==> src/rtl/remote_comm_pkg.sv <==
// ============================================================================
// Module  : remote_comm_pkg
// Brief   : Shared types and constants for the remote_comm host-side link.
// Rev     : 1.0  initial release
// ============================================================================
`default_nettype none

package remote_comm_pkg;

    // Two-byte command sequencer states
    typedef enum logic [1:0] {
        IDLE = 2'd0,
        HIGH = 2'd1,
        LOW  = 2'd2
    } cmd_state_t;

    typedef enum logic {
        TX_IDLE = 1'b0,
        TX_SEND = 1'b1
    } tx_state_t;

    typedef enum logic {
        RX_IDLE = 1'b0,
        RX_RECV = 1'b1
    } rx_state_t;

    localparam logic [7:0] RESP_DONE = 8'hA5;
    localparam logic [7:0] RESP_POS  = 8'h5A;

    // Index of the stop bit within a 10-bit 8N1 frame (start = 0)
    localparam logic [3:0] LAST_BIT  = 4'd9;

endpackage

`default_nettype wire

==> src/rtl/remote_comm_uart_xcvr.sv <==
// ============================================================================
// Module  : remote_comm_uart_xcvr
// Brief   : Independent 8N1 UART transmitter and receiver sharing one baud.
// Rev     : 1.0  initial release
// ============================================================================
`default_nettype none

module remote_comm_uart_xcvr
    import remote_comm_pkg::*;
#(
    parameter int BAUD_DIV = 2604
) (
    input  logic       clk,
    input  logic       rst,
    input  logic       trmt_i,
    input  logic [7:0] tx_data_i,
    output logic       tx_o,
    output logic       tx_done_o,
    input  logic       rx_i,
    input  logic       clr_rdy_i,
    output logic       rx_rdy_o,
    output logic [7:0] rx_data_o
);

    localparam int                CNT_W     = $clog2(BAUD_DIV);
    localparam logic [CNT_W-1:0]  BAUD_LAST = CNT_W'(BAUD_DIV - 1);
    localparam logic [CNT_W-1:0]  BAUD_HALF = CNT_W'(BAUD_DIV / 2);

    // ------------------------------------------------------------------ TX
    tx_state_t          tx_state_q, tx_state_d;
    logic [9:0]         tx_shift_q, tx_shift_d;
    logic [CNT_W-1:0]   tx_baud_q,  tx_baud_d;
    logic [3:0]         tx_bit_q,   tx_bit_d;

    assign tx_o      = tx_shift_q[0];
    assign tx_done_o = (tx_state_q == TX_SEND) && (tx_baud_q == BAUD_LAST)
                       && (tx_bit_q == LAST_BIT);

    always_ff @(posedge clk) begin
        if (rst) begin
            tx_state_q <= TX_IDLE;
            tx_shift_q <= '1;
            tx_baud_q  <= '0;
            tx_bit_q   <= '0;
        end else begin
            tx_state_q <= tx_state_d;
            tx_shift_q <= tx_shift_d;
            tx_baud_q  <= tx_baud_d;
            tx_bit_q   <= tx_bit_d;
        end
    end

    always_comb begin
        tx_state_d = tx_state_q;
        tx_shift_d = tx_shift_q;
        tx_baud_d  = tx_baud_q;
        tx_bit_d   = tx_bit_q;
        case (tx_state_q)
            TX_IDLE: ;
            TX_SEND: begin
                if (tx_baud_q == BAUD_LAST) begin
                    tx_baud_d  = '0;
                    tx_shift_d = {1'b1, tx_shift_q[9:1]};
                    tx_bit_d   = tx_bit_q + 4'd1;
                    if (tx_bit_q == LAST_BIT) begin
                        tx_state_d = TX_IDLE;
                        tx_shift_d = '1;
                        tx_bit_d   = '0;
                    end
                end else begin
                    tx_baud_d = tx_baud_q + 1'b1;
                end
            end
            default: tx_state_d = TX_IDLE;
        endcase
        // A load may coincide with the final stop-bit cycle, giving gapless bytes
        if (trmt_i) begin
            tx_state_d = TX_SEND;
            tx_shift_d = {1'b1, tx_data_i, 1'b0};
            tx_baud_d  = '0;
            tx_bit_d   = '0;
        end
    end

    // ------------------------------------------------------------------ RX
    logic               rx_meta_q, rx_sync_q, rx_prev_q;
    logic               rx_fall;
    rx_state_t          rx_state_q, rx_state_d;
    logic [7:0]         rx_shift_q, rx_shift_d;
    logic [CNT_W-1:0]   rx_baud_q,  rx_baud_d;
    logic [3:0]         rx_bit_q,   rx_bit_d;
    logic               rx_rdy_q,   rx_rdy_d;
    logic [7:0]         rx_data_q,  rx_data_d;

    // Edge (not level) start detection keeps a low line after a framing error from re-triggering
    assign rx_fall   = rx_prev_q & ~rx_sync_q;
    assign rx_rdy_o  = rx_rdy_q;
    assign rx_data_o = rx_data_q;

    always_ff @(posedge clk) begin
        if (rst) begin
            rx_meta_q  <= 1'b1;
            rx_sync_q  <= 1'b1;
            rx_prev_q  <= 1'b1;
            rx_state_q <= RX_IDLE;
            rx_shift_q <= '0;
            rx_baud_q  <= '0;
            rx_bit_q   <= '0;
            rx_rdy_q   <= 1'b0;
            rx_data_q  <= '0;
        end else begin
            rx_meta_q  <= rx_i;
            rx_sync_q  <= rx_meta_q;
            rx_prev_q  <= rx_sync_q;
            rx_state_q <= rx_state_d;
            rx_shift_q <= rx_shift_d;
            rx_baud_q  <= rx_baud_d;
            rx_bit_q   <= rx_bit_d;
            rx_rdy_q   <= rx_rdy_d;
            rx_data_q  <= rx_data_d;
        end
    end

    always_comb begin
        rx_state_d = rx_state_q;
        rx_shift_d = rx_shift_q;
        rx_baud_d  = rx_baud_q;
        rx_bit_d   = rx_bit_q;
        rx_data_d  = rx_data_q;
        rx_rdy_d   = clr_rdy_i ? 1'b0 : rx_rdy_q;
        case (rx_state_q)
            RX_IDLE: begin
                if (rx_fall) begin
                    rx_state_d = RX_RECV;
                    rx_baud_d  = BAUD_HALF;
                    rx_bit_d   = '0;
                    rx_rdy_d   = 1'b0;
                end
            end
            RX_RECV: begin
                if (rx_baud_q == BAUD_LAST) begin
                    rx_baud_d = '0;
                    rx_bit_d  = rx_bit_q + 4'd1;
                    if (rx_bit_q == LAST_BIT) begin
                        rx_state_d = RX_IDLE;
                        rx_bit_d   = '0;
                        if (rx_sync_q) begin
                            rx_data_d = rx_shift_q;
                            rx_rdy_d  = 1'b1;
                        end
                    end else if (rx_bit_q != 4'd0) begin
                        rx_shift_d = {rx_sync_q, rx_shift_q[7:1]};
                    end
                end else begin
                    rx_baud_d = rx_baud_q + 1'b1;
                end
            end
            default: rx_state_d = RX_IDLE;
        endcase
    end

endmodule

`default_nettype wire

==> src/rtl/remote_comm.sv <==
// ============================================================================
// Module  : remote_comm
// Brief   : Sends a 16-bit command as two UART bytes and reports robot responses.
// Rev     : 1.0  initial release
// ============================================================================
`default_nettype none

module remote_comm
    import remote_comm_pkg::*;
#(
    parameter int BAUD_DIV = 2604
) (
    input  logic        clk,
    input  logic        rst,
    input  logic        RX,
    output logic        TX,
    input  logic [15:0] cmd,
    input  logic        send_cmd,
    output logic        cmd_sent,
    output logic        resp_rdy,
    output logic [7:0]  resp
);

    cmd_state_t  state_q, state_d;
    logic [7:0]  low_q, low_d;
    logic        cmd_sent_q, cmd_sent_d;
    logic        trmt;
    logic [7:0]  tx_data;
    logic        tx_done;
    logic        clr_rdy;

    remote_comm_uart_xcvr #(
        .BAUD_DIV (BAUD_DIV)
    ) u_xcvr (
        .clk       (clk),
        .rst       (rst),
        .trmt_i    (trmt),
        .tx_data_i (tx_data),
        .tx_o      (TX),
        .tx_done_o (tx_done),
        .rx_i      (RX),
        .clr_rdy_i (clr_rdy),
        .rx_rdy_o  (resp_rdy),
        .rx_data_o (resp)
    );

    assign cmd_sent = cmd_sent_q;

    always_ff @(posedge clk) begin
        if (rst) begin
            state_q    <= IDLE;
            low_q      <= '0;
            cmd_sent_q <= 1'b0;
        end else begin
            state_q    <= state_d;
            low_q      <= low_d;
            cmd_sent_q <= cmd_sent_d;
        end
    end

    always_comb begin
        state_d    = state_q;
        low_d      = low_q;
        cmd_sent_d = cmd_sent_q;
        trmt       = 1'b0;
        tx_data    = cmd[15:8];
        clr_rdy    = 1'b0;
        case (state_q)
            IDLE: begin
                if (send_cmd) begin
                    low_d      = cmd[7:0];
                    cmd_sent_d = 1'b0;
                    trmt       = 1'b1;
                    clr_rdy    = 1'b1;
                    state_d    = HIGH;
                end
            end
            HIGH: begin
                tx_data = low_q;
                if (tx_done) begin
                    trmt    = 1'b1;
                    state_d = LOW;
                end
            end
            LOW: begin
                tx_data = low_q;
                if (tx_done) begin
                    cmd_sent_d = 1'b1;
                    state_d    = IDLE;
                end
            end
            default: state_d = IDLE;
        endcase
    end

endmodule

`default_nettype wire

==> config.mk <==
export PLATFORM = sky130hd
export DESIGN_NAME = remote_comm
export DESIGN_NICKNAME = d
export VERILOG_FILES = /design/src/rtl/remote_comm_pkg.sv /design/src/rtl/remote_comm_uart_xcvr.sv /design/src/rtl/remote_comm.sv
export SDC_FILE = /design/constraint.sdc
export NUM_CORES = 1
export LEC_CHECK = 0
export BUFFER_PORTS_ARGS = -buffer_cell sky130_fd_sc_hd__buf_2
export CORE_MARGIN = 10
export CORE_UTILIZATION = 65
export CTS_BUF_LIST = sky130_fd_sc_hd__clkbuf_4 sky130_fd_sc_hd__clkbuf_8
export CTS_CLUSTER_SIZE = 14
export DETAILED_ROUTE_END_ITERATION = 12
export PLACE_DENSITY = 0.86
export SYNTH_ARGS = -nofsm -noshare
export SYNTH_HDL_FRONTEND = slang
export SYNTH_SLANG_ARGS = --single-unit
==> constraint.sdc <==
create_clock -name clk -period 3.12 [get_ports clk]
set_input_delay 0.156 -clock clk [delete_from_list [all_inputs] [get_ports clk]]
set_output_delay 0.156 -clock clk [all_outputs]
set_load 0.02 [all_outputs]
==> impl_metrics.toml <==
[status]
outcome = "completed"

[place]
dp.cells = 484
dpl_cell_area_um2 = 3690
portBuffers = 30
dp_hpwl_um = 5380
place.gp.congestion = 0.863

[clock_tree]
clock_tree.buffer_depth = 2
clock-sinks = 74
cts_tree = "yes"
path_clk_slew_ns = 0.08
htree_levels = 3
cts_buffers = 9
clock_latency_ns = 0.35
clockRootBuffer = "clkbuf_8"

[timing]
min_period_ns = 2.09
worst_slew_pin_slew_ns = 0.856
setup_viol = 0
fin_skew_ns = 0.00837
drv_slew = 0
finalSetupTns_ns = 0
fmax_mhz = 479
slew-limit-headroom_pct = 42.8
hold-worst-slack_ns = 0.0346
finalHoldViolations = 0
rsz0062_at_grt = "no"
timing.final.crit_share_pct = 66.9

[critical_path]
cp.required_ns = 3.36
crit_start = "state_q[0]$_SDFFE_PP0P_"
reg2reg_depth = 6
endpoint_kind = "flip-flop"
crit_buf_inv = 1
worstPathCellList = "inv_1, ha_1, nand2_1, nand2_1, a21oi_1, a311o_1"
crit_path_max_incr_delay_ns = 0.53
critPathLaunchType = "flip-flop"
r2r_start = "state_q[0]$_SDFFE_PP0P_"
critPathArrivalTime_ns = 2.32
path_delay_family = "simple AND/OR/NAND/NOR gates"
crit_top_cell = "nand2_1"
r2r_end = "u_xcvr.tx_bit_q[3]$_SDFFE_PP0N_"
crit_type = "reg2reg"
cpMaxStageDelayCell = "nand2_1"
worstSetupPathDepth = 6
path_max_fanout = 27
rrSetupSlack_ns = 1.03
cp-endpoint = "u_xcvr.tx_bit_q[3]$_SDFFE_PP0N_"

[logic_synthesis]
ys_dominant_reg_cell = "dfxtp_1"
seq_area_frac_synth_pct = 41.9
syn_inst = 403
yosysUniqueCellTypes = 51
synth_warnings = 0
syn_area_per_cell_um2 = 8.77
async_flop_share_pct = 0
synth_seq_cells = 74
synth_area_um2 = 3540
synth_edf_count = 0
synth_nets = 432

[routing]
route.detailed.drc = 0
drt_iter0_markers = 216
first_pass_iters = 4
ant_nets = 0
totalWireLength_um = 7670
wl_per_cell_um = 15.3
num_vias = 3046
viasPerCell = 6.09

[floorplan]
fp.dieArea_um2 = 8790
die_h_um = 93.8
rows = 26
start_util_pct = 67.9
io_pins = 31
die_x_um = 93.8
core_area_um2 = 5200

[power_and_ir_drop]
internal_power_uw = 1430
power_frac_seq_pct = 50.9
combPwrFrac_pct = 17.5
power_frac_clock_pct = 31.6
power.leakage_uw = 0.00143
p_per_area_nw_per_um2 = 532
p_sw_uw = 630
sw_frac_of_total_pct = 30.6
vdd_drop_max_mv = 0.380

[grt]
grt_pass1_vias = 2857
antenna_found_initial = 0
overflow = 0
track_usage_pct = 17.8
grt_pass1_wl_um = 13100
grt_max_degree = 36

[job]
cap_viol_max_count = 0

[final_layout]
fin_cells = 500
nets = 455
design_area_um2 = 3870
area_delta_synth_final_pct = 9.45
antennaDiodeCount = 0
drive_above_1_share_pct = 13.7

[min_path]
min_path_type = "in2reg"
[worst register-to-register path, cell delays in order (launching register included)]
cell and delay, ns:
dfxtp_1 0.33, inv_1 0.12, ha_1 0.24, nand2_1 0.53, nand2_1 0.42, a21oi_1 0.08, a311o_1 0.27
[cells in the mapped netlist (3+ instances only)]
cell      number  area share [%]
dfxtp_1       74              42
nand2_1       50             5.3
a21oi_1       36             5.1
nor2_1        22             2.3
mux2i_1       18             5.1
nand3_1       18             2.5
clkbuf_1      16             1.7
nor3_1        16             2.3
nand4_1       15             2.7
o21ai_0       15             2.1
a31oi_1        9             1.6
ha_1           9             3.2
xnor2_1        9             2.2
a31o_1         8             2.0
a22oi_1        7             1.5
and3_1         6             1.1
inv_1          6            0.64
nand2b_1       6             1.1
xor2_1         6             1.5
a21o_1         5             1.1
or2_2          5            0.88
and4_1         4            0.99
nor2b_1        4            0.71
nand3b_1       3            0.64
nor3b_1        3            0.64
[placed cells by master (no fill, tap or decap), types with 3 or more instances in the layout]
cell type / synthesis / layout
mux2i_1: 18 / 18
nor2b_1: 4 / 4
xor2_1: 6 / 6
a21oi_1: 36 / 36
xnor2_1: 9 / 9
inv_1: 6 / 6
nor2_1: 22 / 22
nand2_1: 50 / 50
o21ai_0: 15 / 15
a21o_1: 5 / 5
buf_2: 2 / 30
a31o_1: 8 / 8
and3_1: 6 / 6
or2_2: 5 / 5
nand3_1: 18 / 18
a31oi_1: 9 / 9
ha_1: 9 / 9
and4_1: 4 / 4
nand4_1: 15 / 15
clkbuf_8: 0 / 9
nor3b_1: 3 / 3
nor3_1: 16 / 16
dfxtp_1: 74 / 74
a22oi_1: 7 / 7
nand3b_1: 3 / 3
nand2b_1: 6 / 6
[worst min-delay path by stage]
stage / from / end / slack [ns] / cells after the start
floorplan: RX / u_xcvr.rx_meta_q$_SDFF_PP1_ / 0.26 / 1
global placement: RX / u_xcvr.rx_meta_q$_SDFF_PP1_ / 0.34 / 2
detailed placement: RX / u_xcvr.rx_meta_q$_SDFF_PP1_ / 0.34 / 2
CTS: cmd[2] / low_q[2]$_SDFFE_PP0P_ / 0.03 / 3
global route: cmd[3] / low_q[3]$_SDFFE_PP0P_ / 0.05 / 3
finish: cmd[2] / low_q[2]$_SDFFE_PP0P_ / 0.03 / 3
[metal layers]
layer,vias to the layer above,routed length [µm],GRT usage [%]
met3,14,471,5.68
met4,0,121,7.34
met5,-,0,0
met1,1433,3510,22.3
met2,87,3570,27.6
li1,1512,-,-
[stage by stage]
stage	total power [µW]	utilization, %	worst slack (ns)
CTS	2060	74.4	1.06
detailed placement	1420	70.9	1.10
global placement	1400	70.9	1.16
floorplan	1340	-	1.33
finish	2060	74.4	1.03
global route	2140	74.4	0.827
[cell families after synthesis]
group	synth area share [%]
simple gates	26.6
compound gates	16.5
flops	41.9
buf+inv	3.04
mux	5.10
xor+xnor	3.72
fa+ha+maj	3.18
[repair_timing]
action,4_1_cts,5_1_grt
resized for setup,0,0
hold endpoints to repair,1,0
buffers inserted,0,0
hold buffers,1,0
[power groups by stage]
stage / Combinational (µW) / Clock (µW) / Sequential [µW]
global placement: 339 / 0 / 1060
global route: 401 / 687 / 1050
detailed placement: 351 / 0 / 1070
floorplan: 281 / 0 / 1050
CTS: 354 / 658 / 1050
finish: 360 / 652 / 1050
[sequential cells by signal, indices dropped and copies added (netlist names), 2 cells and up]
name,cells
u_xcvr.rx_baud_q,12
u_xcvr.tx_shift_q,9
u_xcvr.rx_shift_q,8
u_xcvr.tx_bit_q,4
state_q,2
u_xcvr.rx_bit_q,4
u_xcvr.rx_data_o,8
u_xcvr.tx_baud_q,12
low_q,8
[area by class of cell]
class                      instances  area, µm²
multi-input combinational        303       1950
sequential                        74       1480
fill                             400       1340
timing repair buffer              31        160
clock buffer                       9        124
tap                               70       87.6
clock inverter                     6       43.8
inverter                           7       26.3
No activity file was read; power rests on OpenSTA's default activity.
